$ cat config.mk
export PLATFORM = sky130hd
export DESIGN_NAME = mmio_responder
export DESIGN_NICKNAME = d
export VERILOG_FILES = /design/src/rtl/mmio_responder.sv
export SDC_FILE = /design/constraint.sdc
export NUM_CORES = 1
export LEC_CHECK = 0
export ABC_CLOCK_PERIOD_IN_PS = 3500
export BUFFER_PORTS_ARGS = -buffer_cell sky130_fd_sc_hd__buf_2
export CAP_MARGIN = 5
export CORE_UTILIZATION = 40
export DETAILED_ROUTE_END_ITERATION = 8
export SLEW_MARGIN = 20
export SYNTH_ARGS = -nofsm -noshare
export SYNTH_HDL_FRONTEND = slang
export SYNTH_SLANG_ARGS = --single-unit
$ cat constraint.sdc
create_clock -name clk -period 3.5 [get_ports clk]
set_input_delay 0.35 -clock clk [delete_from_list [all_inputs] [get_ports clk]]
set_output_delay 0.35 -clock clk [all_outputs]
set_load 0.1 [all_outputs]
$ cat src/rtl/mmio_responder.sv
// rtl/mmio_responder.sv - CSR-side MMIO responder: console TX FIFO, status, 64-bit counters, scratch
// Single-cycle word accesses; read data is registered and holds until the next read.
module mmio_responder #(
  parameter int TX_DEPTH = 8,
  parameter int RETIRE_W = 2
) (
  input  logic                clk,
  input  logic                rst,
  input  logic                IN_ce,
  input  logic                IN_we,
  input  logic [3:0]          IN_wm,
  input  logic [29:0]         IN_addr,
  input  logic [31:0]         IN_data,
  output logic [31:0]         OUT_data,
  output logic                OUT_IO_busy,
  input  logic [RETIRE_W-1:0] IN_retire,
  output logic                OUT_tx_valid,
  output logic [7:0]          OUT_tx_data,
  input  logic                IN_tx_ready
);
  localparam int PW = $clog2(TX_DEPTH);
  localparam int CW = PW + 1;

  logic [31:0] r_data;
  logic [7:0]  r_mem [TX_DEPTH];
  logic [PW-1:0] r_wr_ptr;
  logic [PW-1:0] r_rd_ptr;
  logic [CW-1:0] r_count;
  logic        r_ovf;
  logic [63:0] r_cycle;
  logic [63:0] r_instret;
  logic [31:0] r_scratch;
  logic [31:0] r_hi;

  logic [2:0]  w_sel;
  logic        w_wr;
  logic        w_rd;
  logic        w_full;
  logic        w_pop;
  logic        w_push_req;
  logic        w_push;
  logic        w_drop;
  logic        w_ovf_clr;
  logic [7:0]  w_cnt8;
  logic [31:0] w_rdata;
  logic        w_unused_addr;

  assign w_sel         = IN_addr[2:0];
  assign w_unused_addr = ^IN_addr[29:3];
  assign w_wr          = !IN_ce && !IN_we;
  assign w_rd          = !IN_ce && IN_we;
  assign w_full        = (r_count == CW'(TX_DEPTH));
  assign w_pop         = OUT_tx_valid && IN_tx_ready;
  assign w_push_req    = w_wr && (w_sel == 3'd0) && IN_wm[0];
  // A pop on the same edge frees the slot, so a full FIFO can still accept.
  assign w_push        = w_push_req && (!w_full || w_pop);
  assign w_drop        = w_push_req && !w_push;
  assign w_ovf_clr     = w_wr && (w_sel == 3'd1) && IN_wm[0] && IN_data[2];
  assign w_cnt8        = 8'(r_count);

  assign OUT_data     = r_data;
  assign OUT_tx_valid = (r_count != '0);
  assign OUT_tx_data  = r_mem[r_rd_ptr];
  assign OUT_IO_busy  = w_full;

  always_comb begin
    w_rdata = 32'd0;
    case (w_sel)
      3'd1:    w_rdata = {16'd0, w_cnt8, 5'd0, r_ovf, (r_count == '0), w_full};
      3'd2:    w_rdata = r_cycle[31:0];
      3'd3:    w_rdata = r_hi;
      3'd4:    w_rdata = r_instret[31:0];
      3'd5:    w_rdata = r_hi;
      3'd6:    w_rdata = r_scratch;
      default: w_rdata = 32'd0;
    endcase
  end

  always_ff @(posedge clk) begin
    if (w_push) r_mem[r_wr_ptr] <= IN_data[7:0];
  end

  always_ff @(posedge clk or negedge rst) begin
    if (!rst) begin
      r_data    <= 32'd0;
      r_wr_ptr  <= '0;
      r_rd_ptr  <= '0;
      r_count   <= '0;
      r_ovf     <= 1'b0;
      r_cycle   <= 64'd0;
      r_instret <= 64'd0;
      r_scratch <= 32'd0;
      r_hi      <= 32'd0;
    end else begin
      r_cycle   <= r_cycle + 64'd1;
      r_instret <= r_instret + 64'(IN_retire);
      if (w_rd) begin
        r_data <= w_rdata;
        // LO reads snapshot the upper half so a later HI read is coherent.
        if (w_sel == 3'd2) r_hi <= r_cycle[63:32];
        if (w_sel == 3'd4) r_hi <= r_instret[63:32];
      end
      if (w_push) r_wr_ptr <= r_wr_ptr + PW'(1);
      if (w_pop)  r_rd_ptr <= r_rd_ptr + PW'(1);
      case ({w_push, w_pop})
        2'b10:   r_count <= r_count + CW'(1);
        2'b01:   r_count <= r_count - CW'(1);
        default: r_count <= r_count;
      endcase
      if (w_drop)         r_ovf <= 1'b1;
      else if (w_ovf_clr) r_ovf <= 1'b0;
      for (int k = 0; k < 4; k++) begin
        if (w_wr && (w_sel == 3'd6) && IN_wm[k]) r_scratch[8*k +: 8] <= IN_data[8*k +: 8];
      end
    end
  end
endmodule

; Word-level counts from Yosys, hierarchy flattened
; Memories as Yosys holds them, arrays and structs flattened.
; Cells that the tools add are included.
[classes]
n_addsub = 6
mux = 8
n_reduce_logical = 28
eq_ne = 9
[op_table]
columns = op, count
row1 = $pmux W32 S5, 1
row2 = $add A64 B1 Y64 const B, 1
row3 = $add A64 B2 Y64, 1
row4 = $mux W32, 2
row5 = $logic_and A1 B1 Y1, 15
row6 = $eq A3 B3 Y1 const B, 3
row7 = $pmux W4 S2, 1
row8 = $add A3 B1 Y3 const B, 2
row9 = $eq A3 B2 Y1 const B, 2
row10 = $reduce_bool A2 Y1, 3
row11 = $add A4 B1 Y4 const B, 1
row12 = $eq A4 B4 Y1 const B, 1
row13 = $logic_not A1 Y1, 4
row14 = $logic_not A4 Y1, 1
row15 = $mux W1, 4
row16 = $reduce_bool A4 Y1, 1
row17 = $sub A4 B1 Y4 const B, 1
row18 = $eq A3 B1 Y1 const B, 1
row19 = $logic_not A3 Y1, 1
row20 = $eq A2 B1 Y1 const B, 1
row21 = $eq A2 B2 Y1 const B, 1
row22 = $reduce_and A2 Y1, 1
row23 = $reduce_or A2 Y1, 1
row24 = $logic_or A1 B1 Y1, 1
[totals]
output_inout_bits = 42
mem_count = 1
ramBits = 64
ff_bits = 235
[mem_list]
columns = memory, words, word_bits, rd, rd_clocked_by_memory_dff, wr, line
row1 = r_mem, 8, 8, 1, 0, 1, 25  ; logic [7:0] r_mem [TX_DEPTH];

; Depth between registers and ports, before layout
; Gate-level depths: netlist of run 1.
[logic_depth]
depth_word = 8
ltp_mapped = 12
mapped_depth_nobuf = 11

; Least setup slack after synthesis of run 1
; Ideal clock, no wire load.
[synth_timing]
path_kind = flip-flop to flip-flop
from = reg r_count[1]
to = reg r_count[2]
n_path_buf = 1
required_time_ns = 3.374
period_less_slack_ns = 5.426
arrival_ns = 5.300
slack_ns = -1.926
stages_incl_launch_ff = 13
cell_sequence = dfrtp_1 > buf_2 > nor4b_1 > nor2b_1 > nor3_1 > inv_1 > ha_1 > xor2_1 > ha_1 > a21oi_1 > xor2_1 > nor2_1 > xor2_1
[synth_via]
elab_chain_len = 6
[synth_rtl]
columns = item, line
row1 = "start, declared", 28  ; logic [CW-1:0] r_count;
row2 = "start signal, assigned", 106  ; 2'b10: r_count <= r_count + CW'(1);
row3 = "start signal, assigned", 107  ; 2'b01: r_count <= r_count - CW'(1);
row4 = "start signal, assigned", 108  ; default: r_count <= r_count;
row5 = $eq A4 B4 Y1 *, 52  ; assign w_full = (r_count == CW'(TX_DEPTH));
row6 = net OUT_IO_busy, 15  ; output logic OUT_IO_busy,
row7 = $logic_not A1 Y1 *, 56  ; assign w_push = w_push_req && (!w_full || w_pop);
row8 = $logic_or A1 B1 Y1 *, 56
row9 = $logic_and A1 B1 Y1 *, 56
row10 = $eq A2 B1 Y1 or $eq A2 B2 Y1 (tied branches), 105  ; case ({w_push, w_pop})
row11 = $pmux W4 S2 or $reduce_bool A2 Y1 (tied branches), n/a
; Mark *: on every way through the listed nets, which the timed path passes. The rest lies on a longest branch.
; A chain may end at the register's enable or synchronous reset.

; Final worst setup path of run 1
[layout_timing]
from = reg r_count[1]
to = reg r_count[2]
[layout_via]
elab_chain_len = 6
[layout_rtl]
columns = item, line
row1 = $eq A4 B4 Y1 or $reduce_bool A4 Y1 (tied branches), "52, 62"
row2 = $logic_not A1 Y1 or $logic_and A1 B1 Y1 (tied branches), "56, 53"
row3 = $logic_or A1 B1 Y1, 56
row4 = $logic_and A1 B1 Y1, 56
row5 = $eq A2 B1 Y1 or $eq A2 B2 Y1 (tied branches), 105
row6 = $pmux W4 S2 or $reduce_bool A2 Y1 (tied branches), n/a
; Several ways; a longest one is shown, not always the timed one.

==> results.toml, run 1 <==
[run_status]
outcome = "finished, final reports clean"

[layout]
layout.cells.non_filler = 1707
syn_to_final_growth_pct = 15.5
post_route_cells_drive_above_1_share_pct = 22.3
fillCellCount = 3116
diodes = 0
net_total_in_the_final_layout = 1317

[routing]
vias_per_cell = 5.36
first_iteration_detailed_routing_drc_count = 533
drc = 0
dr_vias = 9147
avgRoutedWirePerCell_um = 19.4
drt_first_pass_iters = 4
count_of_nets_left_with_antenna_violations_after_detail_routing = 0
detail_route.wirelength_mm = 33.1

[sta]
slew_viol_final = 0
final.setup_skew_ps = 31.9
timing.final.hold_violations = 0
worst_pin_slew_ps = 824
worst_hold_slack_after_final_layout_ps = 51.3
fmax_ghz = 0.361
rsz0062_at_grt = "no"
fin_tns_setup_ps = 0
max_slew_margin_pct = 44.5
post-route-min-period_ps = 2770
timing.final.crit_share_pct = 79.2
report.final.setup_viol = 0

[floorplanning]
standard_cell_core_area_um2 = 33900
die_height_um = 189
initial_core_util_pct = 41.1
floorplan.rows = 67
x_dimension_of_the_die_um = 189
fp.dieArea_um2 = 35600
pin_count = 115

[pwr]
cellPowerDensity_nw_per_um2 = 629
post-layout-total-power_mw = 10.1
total_switching_power_mw = 3.32
leakagePower_nw = 6.93
power_switching_share_pct = 32.7
combPwrFrac_pct = 21.7
ir_drop_v = 0.000564
pwr-share-clk_pct = 36.7
p_int_mw = 6.81
pwr-share-seq_pct = 41.6

[worst_setup_path]
crit_path_end_kind = "register"
arrival_ps = 3150
worstPathMaxFanout = 9
reg2regPathDepth = 11
timing.critical_path.required_ps = 3880
cp_top_family = "simple AND/OR/NAND/NOR gates"
critical_path_cell_count = 11
worstPathCellList = "nor4b_4 > nor2b_1 > nor3_1 > inv_1 > ha_1 > xor2_1 > ha_1 > a21oi_1 > xor2_1 > nor2_1 > xor2_1"
cp_common_cell = "xor2_1"
critPathLaunchType = "register"
rr_endpoint = "r_count[2]"
reg2reg_slack_ps = 730
cpMaxStageDelayCell = "dfrtp_1"
max_stage_delay_ps = 550
critical_path_class = "register to register"
critical_path.reg2reg.startpoint = "r_count[1]"
timing.critical_path.buf_inv = 1

[placement]
portBuffers = 87
detailed_place_hpwl_mm = 23.5
dpl.cell_count = 1646
gpl.final_weighted_congestion = 0.823

[global_route]
busiest_layer = "met2"
number_of_global_route_vias_before_repair = 9192
maximum_number_of_pins_on_one_net_before_global_route_repair = 79
global_route.usage.met1_pct = 27.0
gr-usage-met2_pct = 29.3
number_of_antenna_violations_at_the_first_check_in_global_routing = 0
grt_use_met3_pct = 2.44
grt_util_all_layers_pct = 18.8
wire_length_of_the_first_global_routing_pass_mm = 52.2
grt.overflow.total = 0

[logic_synthesis]
postSynthRegisterBits = 299
syn-mean-instance-area_um2 = 12.1
synth_area_leaders = "dfrtp_1, edfxtp_1, mux2_2"
synthArstFlopShare_pct = 78.6
mappedNetlistArea_um2 = 13900
syn-num-nets = 1233
yosys.cell_count.top_type = "dfrtp_1"
dominantRegCellSynth = "dfrtp_1"
synth_top_cells_by_count = "dfrtp_1, nand2_1, nor2_1, xnor2_1, mux2_2"
synth.yosys.warnings = 0
synth_cell_types = 50
synth.top_cell.area_share_pct = 42.2
post_synth_inst_count = 1151
yosysSeqAreaShare_pct = 56.0
synth_top_area_cell = "dfrtp_1"
synth_edf_count = 64

[clock_network]
clock_tree.htree_level_count = 2
postCtsSetupBuffers = 0
tritoncts_num_sinks = 299
tritoncts.num_buffers = 34
clockRootBuffer = "clkbuf_16"
path_clk_slew_ps = 60
clkLatencyLatePin_ps = 530
tritoncts = "done"
clockBufferDepth = 3

[worst_hold_path]
min_path_cells = 2
hold_path_end = "r_scratch[11]"
timing.hold.worst.class = "primary input to register"
min_from = "IN_data[11]"

[run]
maxCapViolCount = 0
## placed cells by master (no fill, tap or decap), types with 7 or more instances in the layout
master	count
mux2_2	73
nor3_1	17
mux4_2	16
nand3_1	43
a22o_1	25
buf_2	86
clkbuf_16	36
nor3_2	9
inv_1	11
nand2_1	89
mux2i_1	36
nand4_1	39
a22oi_1	25
and3_1	17
nand2b_1	7
xnor2_1	80
o21ai_0	34
a21oi_1	42
nor2_1	83
buf_4	15
and2_1	7
xor2_1	53
edfxtp_1	64
and4_1	19
ha_1	8
dfrtp_1	235
## worst max-delay path by stage
| stage | startpoint | endpoint | slack [ps] |
|---|---|---|---|
| 2_1_floorplan | r_count[1] | r_count[2] | 290 |
| 3_3_place_gp | IN_addr[1] | r_count[2] | 770 |
| 3_5_place_dp | IN_addr[1] | r_count[2] | 710 |
| 4_1_cts | r_rd_ptr[1] | OUT_tx_data[1] | 760 |
| 5_1_grt | r_count[1] | r_count[2] | 570 |
| 6_report | r_count[1] | r_count[2] | 730 |
## through the flow
stage	util (%)	setup WS, ps	cell area (um2)
floorplan	-	290	13900
CTS	47.5	759	16100
global route	47.5	566	16100
global placement	44.0	765	14900
finish	47.5	729	16100
detailed placement	44.0	714	14900
## final cells by class
| type | instances | area [um2] | area share, % |
|---|---|---|---|
| inverter | 11 | 41.3 | 0.257 |
| timing repair buffer | 106 | 628 | 3.90 |
| tap | 448 | 561 | 3.48 |
| multi-input combinational | 783 | 5870 | 36.5 |
| clock inverter | 14 | 200 | 1.24 |
| clock buffer | 46 | 988 | 6.14 |
| sequential | 299 | 7800 | 48.5 |
## state kept, by name, summed over array words and instances (netlist names)
register and count:
r_ovf 1, r_scratch 32, r_wr_ptr 3, OUT_data 32, r_hi 32, r_cycle 64
r_mem 64, r_count 4, r_instret 64, r_rd_ptr 3
## power by group through the flow
stage	clock (mW)	combinational (mW)	sequential (mW)
after floorplan	0	1.56	4.44
after global routing	3.93	2.35	4.25
after global placement	0	2.19	4.26
after detailed placement	0	2.22	4.27
after CTS	3.78	2.23	4.21
final	3.71	2.20	4.21
## logic make-up after synthesis
group | count (synthesis) | synth area share [%]
AOI/OAI and AO/OA | 147 | 6.83
xor gates and xnor gates | 133 | 8.36
adders and majority gates | 9 | 0.862
buffers and inverters | 69 | 2.10
DFF | 299 | 56.0
muxes | 125 | 11.1
and+or+nand+nor | 369 | 14.8
## routing by layer
metal / wire length [um] / part of all wire, %
met1: 15700 / 47
met2: 15100 / 46
met3: 1290 / 3.9
met4: 1070 / 3.2
met5: 0 / 0
## timing repair
item	4_1_cts	5_1_grt
endpoints found under the hold margin	75	0
hold buffers	1	0
gates resized for setup	0	0
(Power assumes the default switching activity.)
==> run 2: changes to the inputs <==
--- a/config.mk
+++ b/config.mk
@@ -5,7 +5,7 @@
 export SDC_FILE = /design/constraint.sdc
 export NUM_CORES = 1
 export LEC_CHECK = 0
-export ABC_CLOCK_PERIOD_IN_PS = 3500
+export ABC_CLOCK_PERIOD_IN_PS = 2200
 export BUFFER_PORTS_ARGS = -buffer_cell sky130_fd_sc_hd__buf_2
 export CAP_MARGIN = 5
 export CORE_UTILIZATION = 40
==> constraint.sdc (replaced) <==
create_clock -name clk -period 2.2 [get_ports clk]
set_input_delay 0.22 -clock clk [delete_from_list [all_inputs] [get_ports clk]]
set_output_delay 0.22 -clock clk [all_outputs]
set_load 0.1 [all_outputs]
==> results.toml, run 2 (synthesis gave the netlist of run 1 again) <==
[sta]
timing.final.crit_share_pct = 104
report.final.setup_viol = 8
timing.final.hold_violations = 0
fmax_ghz = 0.437
rsz0062_at_grt = "yes"
setup_slack_ps = -86.6
slew_viol_final = 0
max_slew_margin_pct = 52.3
final.setup_skew_ps = 24.0
worst_pin_slew_ps = 711
post-route-min-period_ps = 2290

[layout]
syn_to_final_growth_pct = 23.2
final_area_um2 = 17200
biggestRegsByFlops = "r_cycle: 64 flops, r_instret: 64 flops, r_mem: 64 flops"
post_route_cells_drive_above_1_share_pct = 26.5
diodes = 0
layout.core_utilization_pct = 50.7
final_cell_mix = "dfrtp_1, nand2_1, xnor2_1"
net_total_in_the_final_layout = 1413
most_common_cell_after_layout_fill_and_taps_aside = "dfrtp_1"
layout.cells.non_filler = 1801

[clock_network]
tritoncts.num_buffers = 34
clockRootBuffer = "clkbuf_16"
tritoncts = "done"
tritoncts_num_sinks = 299
clockBufferDepth = 3
path_clk_slew_ps = 60
clock_tree.htree_level_count = 2
clkLatencyLatePin_ps = 520

[worst_setup_path]
critPathLaunchType = "register"
worstPathMaxFanout = 9
rr_endpoint = "r_count[2]"
crit_path_end_kind = "output pin"
arrival_ps = 2070
critical_path_class = "register to output pin"
timing.critical_path.required_ps = 1980
reg2regPathDepth = 12
reg2reg_slack_ps = 10
critical_path.reg2reg.startpoint = "r_count[2]"
crit_path_start = "r_rd_ptr[0]"

[floorplanning]
initial_core_util_pct = 41.1
x_dimension_of_the_die_um = 189
die_height_um = 189
standard_cell_core_area_um2 = 33900
pin_count = 115
fp.dieArea_um2 = 35600
floorplan.rows = 67

[routing]
highest_layer = "met4"
vias_per_cell = 5.36
first_iteration_detailed_routing_drc_count = 465
drc = 0
drt_first_pass_iters = 7
route.met3.wl_mm = 1.43
dr_vias = 9648
met2_length_mm = 15.9
count_of_nets_left_with_antenna_violations_after_detail_routing = 0
avgRoutedWirePerCell_um = 19.1
detail_route.wirelength_mm = 34.3
wl_met1_mm = 16.0

[placement]
dpl.cell_count = 1702
gpl.final_weighted_congestion = 0.784
portBuffers = 87
placed_area_um2 = 15500
detailed_place_hpwl_mm = 24.5

[run]
maxCapViolCount = 0

[global_route]
number_of_antenna_violations_at_the_first_check_in_global_routing = 0
maximum_number_of_pins_on_one_net_before_global_route_repair = 63
number_of_global_route_vias_before_repair = 9598
grt_util_all_layers_pct = 19.5
wire_length_of_the_first_global_routing_pass_mm = 54.0
grt.overflow.total = 0

[pwr]
total_switching_power_mw = 5.36
combPwrFrac_pct = 27.9
ir_drop_v = 0.00117
leakagePower_nw = 7.47
power_switching_share_pct = 32.4
pwr-share-seq_pct = 39.9
p_int_mw = 11.2
pwr-share-clk_pct = 32.2
cellPowerDensity_nw_per_um2 = 964

[run_status]
failed_checks = "negative setup slack"
outcome = "finished, violations left"

[worst_hold_path]
hold_path_end = "r_mem[0][6]"
min_path_cells = 1
timing.hold.worst.class = "primary input to register"
min_from = "IN_data[6]"
-- run 2: changes by cell type in the layout (fill, tap and decap cells not counted), sizes merged --
cell | previous run | this run
clkinv | 6 | 5
clkbuf | 46 | 50
buf | 105 | 169
clkinvlp | 3 | 0
bufinv | 3 | 1
dlygate4sd3 | 1 | 33
-- run 2: per-layer routing --
| metal | global-route usage [%] | vias to the layer above |
|---|---|---|
| li1 | - | 4524 |
| met1 | 27.5 | 4845 |
| met2 | 30.7 | 217 |
| met3 | 2.96 | 62 |
| met4 | 6.73 | 0 |
| met5 | 0 | - |
-- run 2: worst max path at each step --
stage / endpoint / slack (ps) / depth (start not counted)
after floorplan: r_count[2] / -890 / 11
after global placement: r_instret[40] / -50 / 9
after detailed placement: r_scratch[17] / -110 / 6
after CTS: OUT_tx_data[1] / -160 / 5
after global routing: OUT_tx_data[4] / -140 / 4
final: OUT_tx_data[4] / -90 / 4
-- run 2: repair_timing --
action                                 4_1_cts  5_1_grt
hold buffers                                33        0
buffers inserted                             3        5
endpoints found under the hold margin      132        0
cloned                                       1        0
setup endpoints to repair                   22       33
resized for setup                           40       23
pin swaps                                    4       12
-- run 2: area by class of cell --
type / count / area (um2)
tap: 448 / 561
sequential: 299 / 7800
multi-input combinational: 783 / 6060
clock inverter: 8 / 80.1
timing repair buffer: 202 / 1660
fill: 3002 / 16700
clock buffer: 50 / 961
inverter: 11 / 41.3
-- run 2: stage by stage --
step	TNS, ps	power [mW]	setup slack (ps)	hold WS, ps
3_5_place_dp	-2560	10.6	-107	219
3_3_place_gp	-251	10.6	-52.5	218
4_1_cts	-1200	16.6	-158	5.68
5_1_grt	-1230	17.2	-140	19.8
2_1_floorplan	-30310	9.58	-886	-75.6
6_report	-576	16.5	-86.6	21.6
-- run 2: power by group through the flow --
stage	combinational [mW]	sequential, mW	clock (mW)
finish	4.62	6.60	5.32
global route	4.89	6.67	5.66
CTS	4.56	6.59	5.47
detailed placement	3.97	6.67	0
global placement	3.91	6.65	0
floorplan	2.51	7.07	0
-- run 2: critical path, cell delays in order, from the launching register on --
cell and delay, ps:
dfrtp_2 400, buf_12 160, mux4_2 530, mux2_4 300
buf_12 170
